<file path="src/rtl/mem_access_pkg.sv">
// Shared encodings and the alignment check for the byte-addressed memory access unit.
package mem_access_pkg;

    localparam int unsigned SIZE_W  = 2;
    localparam int unsigned OFF_W   = 2;
    localparam int unsigned STATE_W = 3;

    localparam logic [SIZE_W-1:0] SIZE_BYTE = 2'b00;
    localparam logic [SIZE_W-1:0] SIZE_HALF = 2'b01;
    localparam logic [SIZE_W-1:0] SIZE_WORD = 2'b10;

    typedef enum logic [STATE_W-1:0] {
        ST_IDLE  = 3'd0,
        ST_READ  = 3'd1,
        ST_MERGE = 3'd2,
        ST_WRITE = 3'd3,
        ST_RESP  = 3'd4
    } state_t;

    // Request attributes latched at accept time.
    typedef struct packed {
        logic              is_store;
        logic [SIZE_W-1:0] size;
        logic              load_unsigned;
        logic [OFF_W-1:0]  offset;
    } req_t;

    // True when the access is misaligned for its size or uses the reserved size.
    function automatic logic access_err(input logic [SIZE_W-1:0] size, input logic [OFF_W-1:0] offset);
        logic bad;
        case (size)
            SIZE_BYTE: bad = 1'b0;
            SIZE_HALF: bad = offset[0];
            SIZE_WORD: bad = |offset;
            default:   bad = 1'b1;
        endcase
        return bad;
    endfunction

endpackage

</file>
<file path="src/rtl/byte_lane_unit.sv">
// Combinational lane logic: subword load extraction/extension and subword store merging.
module byte_lane_unit
    import mem_access_pkg::*;
(
    input  logic [31:0]       word,
    input  logic [SIZE_W-1:0] size,
    input  logic [OFF_W-1:0]  offset,
    input  logic              load_unsigned,
    input  logic [31:0]       wdata,
    output logic [31:0]       load_c,
    output logic [31:0]       merge_c
);

    logic [4:0]  sh;
    logic [31:0] lane;
    logic [31:0] mask;

    assign sh   = {offset, 3'b000};
    assign lane = word >> sh;

    // Word size (and the never-merged reserved size) passes the word straight through.
    always_comb begin
        load_c = word;
        mask   = '1;
        case (size)
            SIZE_BYTE: begin
                load_c = {{24{lane[7] & ~load_unsigned}}, lane[7:0]};
                mask   = 32'h0000_00FF << sh;
            end
            SIZE_HALF: begin
                load_c = {{16{lane[15] & ~load_unsigned}}, lane[15:0]};
                mask   = 32'h0000_FFFF << sh;
            end
            default: begin
                load_c = word;
                mask   = '1;
            end
        endcase
        merge_c = (word & ~mask) | ((wdata << sh) & mask);
    end

endmodule

</file>
<file path="src/rtl/mem_access_unit.sv">
// Load/store unit between the MEM stage and a word-wide synchronous data memory.
module mem_access_unit
    import mem_access_pkg::*;
#(
    parameter int unsigned DATA_WIDTH = 32,
    parameter int unsigned ADDR_WIDTH = 13
) (
    input  logic                  clock,
    input  logic                  reset_n,
    input  logic                  req,
    output logic                  ready,
    input  logic                  is_store,
    input  logic [SIZE_W-1:0]     size,
    input  logic                  load_unsigned,
    input  logic [31:0]           addr,
    input  logic [DATA_WIDTH-1:0] wdata,
    output logic                  done,
    output logic                  err,
    output logic [DATA_WIDTH-1:0] rdata,
    output logic [ADDR_WIDTH-1:0] mem_read_addr,
    output logic [ADDR_WIDTH-1:0] mem_write_addr,
    output logic [DATA_WIDTH-1:0] mem_data,
    output logic                  mem_we,
    input  logic [DATA_WIDTH-1:0] mem_q
);

    state_t                state;
    state_t                state_n;
    req_t                  req_q;
    logic [ADDR_WIDTH-1:0] addr_q;
    logic [DATA_WIDTH-1:0] data_q;
    logic [DATA_WIDTH-1:0] rdata_q;
    logic                  err_q;
    logic                  accept_c;
    logic                  req_err_c;
    logic [31:0]           load_c;
    logic [31:0]           merge_c;
    logic                  unused_addr;

    assign unused_addr = ^addr[31:ADDR_WIDTH+2];
    assign accept_c    = req && (state == ST_IDLE);
    assign req_err_c   = access_err(size, addr[1:0]);

    byte_lane_unit u_lanes (
        .word          (mem_q),
        .size          (req_q.size),
        .offset        (req_q.offset),
        .load_unsigned (req_q.load_unsigned),
        .wdata         (data_q),
        .load_c        (load_c),
        .merge_c       (merge_c)
    );

    always_ff @(posedge clock or negedge reset_n) begin
        if (!reset_n) state <= ST_IDLE;
        else          state <= state_n;
    end

    always_comb begin
        state_n = state;
        case (state)
            ST_IDLE: begin
                if (req) begin
                    if (req_err_c)                            state_n = ST_RESP;
                    else if (is_store && size == SIZE_WORD)   state_n = ST_WRITE;
                    else                                      state_n = ST_READ;
                end
            end
            ST_READ:  state_n = ST_MERGE;
            ST_MERGE: state_n = req_q.is_store ? ST_WRITE : ST_RESP;
            ST_WRITE: state_n = ST_RESP;
            ST_RESP:  state_n = ST_IDLE;
            default:  state_n = ST_IDLE;
        endcase
    end

    // Request latch; the merge/format step reuses data_q for the write word and rdata_q for loads.
    always_ff @(posedge clock or negedge reset_n) begin
        if (!reset_n) begin
            req_q   <= '0;
            addr_q  <= '0;
            data_q  <= '0;
            rdata_q <= '0;
            err_q   <= 1'b0;
        end else if (accept_c) begin
            req_q   <= '{is_store: is_store, size: size, load_unsigned: load_unsigned, offset: addr[1:0]};
            addr_q  <= addr[ADDR_WIDTH+1:2];
            data_q  <= wdata;
            rdata_q <= '0;
            err_q   <= req_err_c;
        end else if (state == ST_MERGE) begin
            if (req_q.is_store) data_q  <= merge_c;
            else                rdata_q <= load_c;
        end
    end

    assign ready          = (state == ST_IDLE);
    assign done           = (state == ST_RESP);
    assign mem_we         = (state == ST_WRITE);
    assign err            = err_q;
    assign rdata          = rdata_q;
    assign mem_read_addr  = addr_q;
    assign mem_write_addr = addr_q;
    assign mem_data       = data_q;

endmodule

</file>
<file path="config.mk">
export PLATFORM = sky130hd
export DESIGN_NAME = mem_access_unit
export DESIGN_NICKNAME = d
export VERILOG_FILES = /design/src/rtl/mem_access_pkg.sv /design/src/rtl/byte_lane_unit.sv /design/src/rtl/mem_access_unit.sv
export SDC_FILE = /design/constraint.sdc
export NUM_CORES = 1
export LEC_CHECK = 0
export CORE_MARGIN = 5
export CORE_UTILIZATION = 45
export CTS_CLUSTER_SIZE = 8
export DETAILED_ROUTE_END_ITERATION = 6
export PLACE_DENSITY = 0.84
export SYNTH_ARGS = -nofsm -noshare
export SYNTH_HDL_FRONTEND = slang
export SYNTH_SLANG_ARGS = --single-unit
</file>
<file path="constraint.sdc">
create_clock -name clock -period 2.9 [get_ports clock]
set_input_delay 0.725 -clock clock [delete_from_list [all_inputs] [get_ports clock]]
set_output_delay 0.725 -clock clock [all_outputs]
set_load 0.1 [all_outputs]
</file>
### Word level (Yosys, flattened, before mapping)

Index checks and enable logic that the tools add are counted.

| word-level totals | value |
|---|---|
| bits in registers | 87 |
| logic and storage cells | 53 |
| input port bits | 103 |
| output and inout port bits | 94 |

| operators by class | value |
|---|---|
| bitwise operators | 7 |
| reduce and logical (&&, ||, !) cells | 10 |
| shift-type cells | 4 |
| eq/ne operators | 9 |
| multiplexer cells | 14 |

Operator list:

| operator | number |
|---|---|
| 32-bit two-way mux | 6 |
| 32-bit one-hot mux with 2 select lines | 2 |
| 32-bit AND | 2 |
| 32-bit NOT | 1 |
| 32-bit OR | 1 |
| 16-bit by 5-bit << shifter with 32-bit output (first input constant) | 1 |
| 32-bit by 5-bit << shifter with 32-bit output | 1 |
| 8-bit by 5-bit << shifter with 32-bit output (first input constant) | 1 |
| 32-bit by 5-bit >> shifter with 16-bit output | 1 |
| 3-bit one-hot mux with 4 select lines | 1 |
| 3-bit two-way mux | 3 |
| 3-bit by 2-bit == test with 1-bit output (second input constant) | 2 |
| 2-bit by 1-bit == test with 1-bit output (second input constant) | 2 |
| 2-bit logical NOT | 2 |
| 2-bit AND reduction | 2 |
| 2-bit nonzero test | 2 |
| 3-bit by 1-bit == test with 1-bit output (second input constant) | 1 |
| 3-bit == test (second input constant) | 1 |
| 3-bit logical NOT | 1 |
| 1-bit one-hot mux with 3 select lines | 1 |
| 1-bit AND | 2 |
| 2-bit == test (second input constant) | 1 |
| 1-bit logical AND | 2 |
| 2-bit two-way mux | 1 |
| other kinds (4) | 4 |

### Depth between registers and ports, before layout

Gate-level depths: netlist (run 1).

| logic depth | value |
|---|---|
| word-level depth | 8 |
| gate-level depth with buffers | 8 |
| gate-level depth less buffers | 5 |

### By module

Synthesis (run 1) repeated with hierarchy kept, for this count alone.

| second synthesis, totals | value |
|---|---|
| cells, all modules | 582 |
| area total of the unflattened synthesis | 5316.3 um^2 |

Modules (own cells, without submodules):

| module | area an instance (um^2) | sequential area each (um^2) | cells each | times used |
|---|---|---|---|---|
| mem_access_unit | 3657.3 | 2177.1 | 333 | 1 |
| byte_lane_unit | 1659.1 | 0.0 | 249 | 1 |

### Worst setup path after synthesis (run 1)

No wires, ideal clock.

| path | value |
|---|---|
| kind | flip-flop to flip-flop |
| from | reg state[1] |
| to | reg (tool-made name) |
| cell stages (with the launch flop) | 8 |
| setup time | 127 ps |
| path buffers | 2 |
| path slack | -89 ps |
| data required time | 2773 ps |
| data arrival time | 2863 ps |
| period minus slack after synthesis | 2989 ps |
| cell sequence | dfrtp_1 -> buf_6 -> nor3_2 -> nand2_1 -> a31o_4 -> buf_6 -> a21oi_2 -> a21oi_1 |

RTL lines:

| what | line | text |
|---|---|---|
| start: declaration | mem_access_unit.sv:27 | `state_t state;` |
| start signal: assignment | mem_access_unit.sv:56 | `else state <= state_n;` |

==> flow_summary.yaml, run 1 <==
setup_path:
  worstSetupStartpoint: "req"
  cp.required_ns: 3.18
  regToRegSetupSlack_ns: 0.60
  worst-setup-path-type: "primary input to register"
  crit_arrival_ns: 2.60
  rr_worst_depth: 6
  worstReg2RegStart: "req_q[1]$_DFFE_PN0P_"
  end_kind: "register"
  crit_fanout: 16
  start_kind: "primary input"
  reg2reg_to: "mem_data[15]$_DFFE_PN0P_"
die:
  die_x_um: 114
  core_mm2: 0.0107
  top_level_ports: 197
  dieHeight_um: 114
  die_area_mm2: 0.0130
  rows: 38
  start_util: 0.454
detailed_routing:
  dr.pass1.iters: 5
  detail_route.drc_violations: 0
  drtIter0Drc: 455
  wl_um: 17300
  antenna_left: 0
  vias_per_cell: 5.92
  vias: 4929
  wl_per_cell_um: 20.8
clock_tree:
  clock_latency_ns: 0.36
  cts_buffers: 9
  cts_resized: 0
  cts_setup_buffers: 0
  cts_tree: "yes"
  clock-sinks: 87
  path_clk_slew_ns: 0.09
  clockBufferDepth: 2
  postCtsHoldBufs: 0
  ctsRootBufferMaster: "clkbuf_8"
  htree_num_levels: 3
synth:
  yosys.area.top_type: "dfrtp_1"
  ys_ff_latch: 87
  seq_area_frac_synth: 0.446
  synthCells: 540
  synth_warnings: 0
  synthesis.nets: 643
  synthTopCellsByArea: "dfrtp_1 (45%), nand2_1 (8.9%), a221o_1 (5.1%)"
  synth_cell_types: 48
  syn_avg_cell_area_um2: 9.04
  synth_top_cell_area_share: 0.446
  synthesis.area_mm2: 0.00488
global_route:
  grt-ovfl-total: 0
  grtUsageTotal: 0.257
  grt_pass1_wl_um: 26100
  grt_pass1_vias: 4782
  grt_max_degree: 54
  antenna_found_initial: 0
timing:
  drv_slew: 0
  fmax_ghz: 0.433
  period_share: 0.797
  worst_slack_ns: 0.589
  setup_viol: 0
  worst_pin_slew_ns: 1.10
  finalSetupTns_ns: 0
  layout_min_cycle_time_ns: 2.31
  maxSlewHeadroom: 0.266
  rsz0062_at_grt: "false"
  hold_viol: 0
  fin_skew_ns: 0.00890
final_layout:
  finalInstanceArea_mm2: 0.00663
  diodes: 0
  area_growth_pct: 35.8
  drive_gt1_frac: 0.218
  fin_nets: 791
  fin_cells: 833
  n_fill_cell: 931
placement:
  dp_hpwl_um: 12800
  dp_cells: 817
  place_worst_setup_slack_ns: 0.244
  gp_congestion: 0.916
  post_dp_cell_area_mm2: 0.00642
  numPortBuffers: 179
flow_run:
  drv_cap: 0
outcome:
  status: "complete, no violations"
worst_hold_path:
  hold_path_class: "primary input to asynchronous set/reset pin"
worst min-delay path by stage:
stage	from	endpoint	slack (ns)
finish	reset_n	asynchronous set/reset pin	0.37
CTS	reset_n	asynchronous set/reset pin	0.38
global placement	err$_DFFE_PN0P_	err$_DFFE_PN0P_	0.47
floorplan	reset_n	asynchronous set/reset pin	0.43
global route	reset_n	mem_data[7]$_DFFE_PN0P_	0.42
detailed placement	err$_DFFE_PN0P_	err$_DFFE_PN0P_	0.49
layout by cell type, fill, tap and decap left out, types with 9 or more instances in the layout:
cell             instances
mux2i_1                 19
clkbuf_8                10
buf_4                  110
o211ai_1                 9
nor3_1                  10
o21ai_1                 24
and3_1                   9
a21oi_1                 40
dfrtp_1                 87
a221o_1                 25
nand3_1                  9
nand2_1                115
nor2_1                  33
clkdlybuf4s50_1         84
o21ai_0                 10
cells by family after synthesis:
family	Yosys count	synth area share
flip-flops	87	0.446
AO/OA/AOI/OAI	170	0.249
buffers and inverters	60	0.0728
multiplexers	29	0.0643
AND/OR/NAND/NOR	194	0.168
worst max-delay path, stage by stage:
cell and delay (ns):
clkdlybuf4s50_1 0.56, nand2b_1 0.11, a211o_1 0.41, a31oi_4 0.48
o21ai_1 0.14, o21ai_1 0.17
synthesized netlist by cell type (all sizes together):
cell type / n
buf: 44
a32oi: 2
nand2: 116
a221o: 25
or2: 1
o2111a: 1
inv: 1
mux4: 1
and2b: 1
mux2i: 19
o21ba: 1
nand2b: 3
o2111ai: 6
a21o: 1
nor2b: 5
a2111oi: 1
nor3: 11
o21a: 1
o31ai: 8
mux2: 9
a31oi: 2
a31o: 1
a211oi: 9
a32o: 6
a21oi: 42
o211ai: 9
clkbuf: 15
nand3: 9
and2: 4
o22ai: 7
dfrtp: 87
and3: 9
o2bb2ai: 1
o21ai: 37
a22oi: 8
o21bai: 1
nor2: 35
a211o: 1
metrics by stage:
step | hold WS (ns) | util
global route | 0.419 | 0.617
detailed placement | 0.485 | 0.598
floorplan | 0.429 | -
finish | 0.368 | 0.617
CTS | 0.383 | 0.617
global placement | 0.466 | 0.598
metal layers:
layer | vias up | GRT usage | wire length, um
li1 | 2244 | - | -
met1 | 2365 | 0.340 | 7100
met2 | 286 | 0.402 | 8000
met3 | 34 | 0.0613 | 1740
met4 | 0 | 0.110 | 496
met5 | - | 0 | 0
cell type report:
cell class,instances,area [um^2],share of cell area
repair buffers,196,1710,0.257
flip-flops and latches,87,2180,0.328
well taps,140,175,0.0264
multi-input cells,393,2360,0.356
inverters,1,3.75,0.000566
clock inverters,6,68.8,0.0104
clock buffers,10,138,0.0208
Power of run 1 is left out: the tool's default activity adds up to more than one toggle a clock period on the data nets, which glitch-free logic cannot reach.
==> inputs of run 2 (changes only) <==
--- a/config.mk
+++ b/config.mk
@@ -6,10 +6,10 @@
 export NUM_CORES = 1
 export LEC_CHECK = 0
 export CORE_MARGIN = 5
-export CORE_UTILIZATION = 45
+export CORE_UTILIZATION = 40
 export CTS_CLUSTER_SIZE = 8
 export DETAILED_ROUTE_END_ITERATION = 6
-export PLACE_DENSITY = 0.84
+export PLACE_DENSITY = 0.79
 export SYNTH_ARGS = -nofsm -noshare
 export SYNTH_HDL_FRONTEND = slang
 export SYNTH_SLANG_ARGS = --single-unit
==> constraint.sdc (replaced) <==
create_clock -name clock -period 2.05 [get_ports clock]
set_input_delay 0.5125 -clock clock [delete_from_list [all_inputs] [get_ports clock]]
set_output_delay 0.5125 -clock clock [all_outputs]
set_load 0.1 [all_outputs]
==> run 2 against run 1 <==
Global-route usage decreased by 0.99 points. Worst setup slack worse by 0.56 ns. Final area is 16% higher. Largest cell class is now non-clock buffers. Critical path depth fell by 2. Count of clock-buffer cells in the layout grew 1. Highest routed layer unchanged. Sequential share of layout area fell by 4.5 points. Cell count is 3.7% higher. Core utilization up 2.3 points. Non-clock buffer count increased by 24. Sequential cell count stayed put. Worst hold slack got worse by 0.20 ns.
==> flow_summary.yaml, run 2 (synthesized netlist as in run 1, its figures left out) <==
global_route:
  antenna_found_initial: 0
  grtUsageTotal: 0.247
  grt_max_degree: 88
  grt-ovfl-total: 0
  grt_pass1_vias: 4976
  grt_pass1_wl_um: 27700
die:
  die_x_um: 120
  dieHeight_um: 120
  core_mm2: 0.0120
  rows: 40
  top_level_ports: 197
  die_area_mm2: 0.0145
  start_util: 0.407
setup_path:
  start_kind: "primary input"
  crit_arrival_ns: 2.26
  crit_fanout: 16
  worst-setup-path-type: "primary input to register"
  cp.required_ns: 2.28
  end_kind: "register"
  rr_worst_depth: 4
  regToRegSetupSlack_ns: 0.11
  reg2reg_to: "rdata[25]$_DFFE_PN0P_"
  critical_path.endpoint: "rdata[25]$_DFFE_PN0P_"
  worstSetupStartpoint: "mem_q[31]"
  worstReg2RegStart: "req_q[0]$_DFFE_PN0P_"
timing:
  fmax_ghz: 0.494
  worst_slack_ns: 0.0259
  drv_slew: 0
  fin_skew_ns: 0.00959
  worst_pin_slew_ns: 0.765
  rsz0062_at_grt: "false"
  setup_viol: 0
  period_share: 0.987
  holdWs_ns: 0.171
  hold_viol: 0
  maxSlewHeadroom: 0.488
  layout_min_cycle_time_ns: 2.02
flow_run:
  drv_cap: 0
detailed_routing:
  wl_per_cell_um: 20.8
  dr.pass1.iters: 5
  drtIter0Drc: 467
  antenna_left: 0
  detail_route.drc_violations: 0
  vias: 5033
  wl_um: 18000
  vias_per_cell: 5.83
final_layout:
  fin_nets: 815
  final_common_cell: "nand2_1"
  n_fill_cell: 973
  area_growth_pct: 57.3
  drive_gt1_frac: 0.250
  diodes: 0
  post-route-util: 0.640
  mostFrequentLayoutCells: "nand2_1 (115), dfrtp_1 (86), clkdlybuf4s50_1 (82)"
clock_tree:
  cts_buffers: 9
  ctsRootBufferMaster: "clkbuf_16"
  postCtsHoldBufs: 0
  htree_num_levels: 3
  clock-sinks: 87
  clock_latency_ns: 0.35
  clockBufferDepth: 2
  path_clk_slew_ns: 0.07
  cts_tree: "yes"
  cts_setup_buffers: 0
placement:
  gp_congestion: 0.906
  dp_hpwl_um: 13600
  numPortBuffers: 179
  place_worst_setup_slack_ns: -0.373
outcome:
  status: "complete, no violations"
worst_hold_path:
  hold_path_class: "primary input to asynchronous set/reset pin"
-- run 2: final cells by class --
| class | count | area [um^2] | area share |
|---|---|---|---|
| timing repair buffer | 220 | 2650 | 0.344 |
| multi-input combinational | 393 | 2370 | 0.309 |
| sequential | 87 | 2180 | 0.284 |
| clock buffer | 11 | 243 | 0.0316 |
| tap | 147 | 184 | 0.0239 |
| clock inverter | 5 | 56.3 | 0.00733 |
| inverter | 1 | 3.75 | 0.000489 |
-- run 2: how the worst min path moves through the flow --
stage,start,end,slack [ns]
global route,reset_n,mem_data[10]$_DFFE_PN0P_,0.24
floorplan,reset_n,asynchronous set/reset pin,0.22
finish,reset_n,asynchronous set/reset pin,0.17
CTS,reset_n,asynchronous set/reset pin,0.22
detailed placement,mem_read_addr[5]$_DFFE_PN0P_,mem_read_addr[5]$_DFFE_PN0P_,0.49
global placement,mem_read_addr[8]$_DFFE_PN0P_,mem_read_addr[8]$_DFFE_PN0P_,0.49
-- run 2: metrics by stage --
step	std cells	area (um^2)	setup TNS (ns)
final	864	7680	0
after global routing	864	7680	0
after CTS	864	7670	0
after detailed placement	848	7370	-10.04
after global placement	848	7370	-7.27
after floorplan	540	4920	-11.38
-- run 2: layer usage --
layer  global-route usage  up-vias  share of wire
met1                0.325     2439           0.42
li1                     -     2298              -
met3               0.0594       41          0.086
met2                0.384      255           0.46
met4                0.115        0          0.037
met5                    0        -              0
-- run 2: worst max-delay path, stage by stage --
cell and delay, ns:
clkdlybuf4s50_1 0.47, mux4_2 0.55, o2111a_2 0.40, a221o_1 0.31
-- run 2: what timing repair did --
action | CTS | global route
hold endpoints to repair | 0 | 0
setup endpoints to repair | 5 | 27
gates resized for setup | 2 | 4
Power of run 2 is left out for the same reason.
==> inputs of run 3 (changes only) <==
--- a/config.mk
+++ b/config.mk
@@ -5,7 +5,8 @@
 export SDC_FILE = /design/constraint.sdc
 export NUM_CORES = 1
 export LEC_CHECK = 0
-export CORE_MARGIN = 5
+export CAP_MARGIN = 40
+export CORE_MARGIN = 4
 export CORE_UTILIZATION = 40
 export CTS_CLUSTER_SIZE = 8
 export DETAILED_ROUTE_END_ITERATION = 6
==> run 3 against run 2 <==
Worst hold slack better by 0.34 ns. Final area is 1.3% higher. Largest cell class unchanged. Register-to-register slack better by 0.04 ns. Non-clock buffer count grew 2. Core utilization is 1.1 points higher. Cell count grew 0.23%. Sequential cell count stayed put. Critical endpoint is now rdata[28]$_DFFE_PN0P_.
==> flow_summary.yaml, run 3 (synthesized netlist as in run 1, its figures left out) <==
worst_hold_path:
  hold_start: "mem_read_addr[9]$_DFFE_PN0P_"
  min_to: "mem_read_addr[9]$_DFFE_PN0P_"
  hold_path_class: "register to register"
  holdPathStages: 2
setup_path:
  worstReg2RegStart: "req_q[1]$_DFFE_PN0P_"
  start_kind: "primary input"
  crit_arrival_ns: 2.20
  cp.required_ns: 2.28
  worst-setup-path-type: "primary input to register"
  rr_worst_depth: 6
  regToRegSetupSlack_ns: 0.15
  crit_fanout: 16
  end_kind: "register"
  reg2reg_to: "rdata[14]$_DFFE_PN0P_"
detailed_routing:
  vias: 5007
  detail_route.drc_violations: 0
  dr.pass1.iters: 6
  drtIter0Drc: 515
  wl_um: 18100
  vias_per_cell: 5.78
  wl_per_cell_um: 20.9
  antenna_left: 0
outcome:
  status: "complete, no violations"
clock_tree:
  clock-sinks: 87
  htree_num_levels: 3
  path_clk_slew_ns: 0.06
  cts_setup_buffers: 0
  clockBufferDepth: 2
  clock_latency_ns: 0.35
  ctsRootBufferMaster: "clkbuf_16"
  cts_buffers: 9
  cts_tree: "yes"
timing:
  fin_skew_ns: 0.00536
  layout_min_cycle_time_ns: 1.97
  rsz0062_at_grt: "false"
  setup_viol: 0
  maxSlewHeadroom: 0.537
  hold_viol: 0
  period_share: 0.963
  worst_pin_slew_ns: 0.695
  drv_slew: 0
  fmax_ghz: 0.507
  holdWs_ns: 0.510
die:
  core_mm2: 0.0120
  die_x_um: 118
  start_util: 0.408
  top_level_ports: 197
  die_area_mm2: 0.0140
  dieHeight_um: 118
  rows: 40
final_layout:
  final_common_cell: "nand2_1"
  fin_nets: 817
  n_fill_cell: 931
  drive_gt1_frac: 0.249
  multiInputGateArea_mm2: 0.00237
  ff_latch_area_mm2: 0.00218
  mostFrequentLayoutCells: "nand2_1 (115), dfrtp_1 (86), clkdlybuf4s50_1 (82)"
  diodes: 0
  area_growth_pct: 59.4
global_route:
  grt_pass1_wl_um: 28100
  grt_pass1_vias: 4967
  antenna_found_initial: 0
  grt-ovfl-total: 0
  grtUsageTotal: 0.255
  grt_max_degree: 48
placement:
  numPortBuffers: 179
  gp_congestion: 0.881
  dp_hpwl_um: 13700
flow_run:
  drv_cap: 0
run 3: worst max path at each step:
stage / slack [ns] / endpoint / depth (start not counted) / start
2_1_floorplan: -0.22 / mem_data[5]$_DFFE_PN0P_ / 6 / state[2]$_DFFE_PN0P_
3_3_place_gp: -0.29 / rdata[13]$_DFFE_PN0P_ / 6 / mem_q[31]
3_5_place_dp: -0.32 / rdata[13]$_DFFE_PN0P_ / 6 / mem_q[31]
4_1_cts: 0.05 / mem_data[1]$_DFFE_PN0P_ / 6 / req_q[0]$_DFFE_PN0P_
5_1_grt: 0.03 / rdata[13]$_DFFE_PN0P_ / 6 / mem_q[7]
6_report: 0.08 / rdata[28]$_DFFE_PN0P_ / 4 / mem_q[7]
run 3: worst max-delay path: stages:
cell	delay [ns]
clkdlybuf4s50_1	0.46
mux4_2	0.53
o2111a_2	0.39
a221o_1	0.30
run 3: layer usage:
| metal | track usage | wire length, um |
|---|---|---|
| met4 | 0.0891 | 527 |
| met1 | 0.338 | 7740 |
| met2 | 0.401 | 8310 |
| met3 | 0.0722 | 1510 |
| met5 | 0 | 0 |
run 3: cell type report:
cell class                      count  area share
Clock buffer                       11      0.0299
Clock inverter                      5      0.0133
Inverter                            1    0.000482
Multi-Input combinational cell    393       0.305
Sequential cell                    87       0.280
Tap cell                          147      0.0236
Timing Repair Buffer              222       0.348
run 3: timing repair:
| action | 4_1_cts | 5_1_grt |
|---|---|---|
| resized for setup | 1 | 4 |
| cloned | 0 | 0 |
| hold endpoints to repair | 9 | 0 |
| endpoints found under the setup margin | 5 | 15 |
| hold buffers | 1 | 0 |
run 3: stage by stage:
| stage | util | setup TNS (ns) | instances | cell area [um^2] | setup WS (ns) |
|---|---|---|---|---|---|
| final | 0.651 | 0 | 866 | 7780 | 0.0761 |
| after global routing | 0.651 | 0 | 866 | 7780 | 0.0256 |
| after CTS | 0.650 | 0 | 866 | 7770 | 0.0487 |
| after detailed placement | 0.621 | -7.73 | 849 | 7420 | -0.319 |
| after global placement | 0.621 | -6.50 | 849 | 7420 | -0.286 |
| after floorplan | - | -11.38 | 540 | 4920 | -0.224 |
Power of run 3 is left out for the same reason.
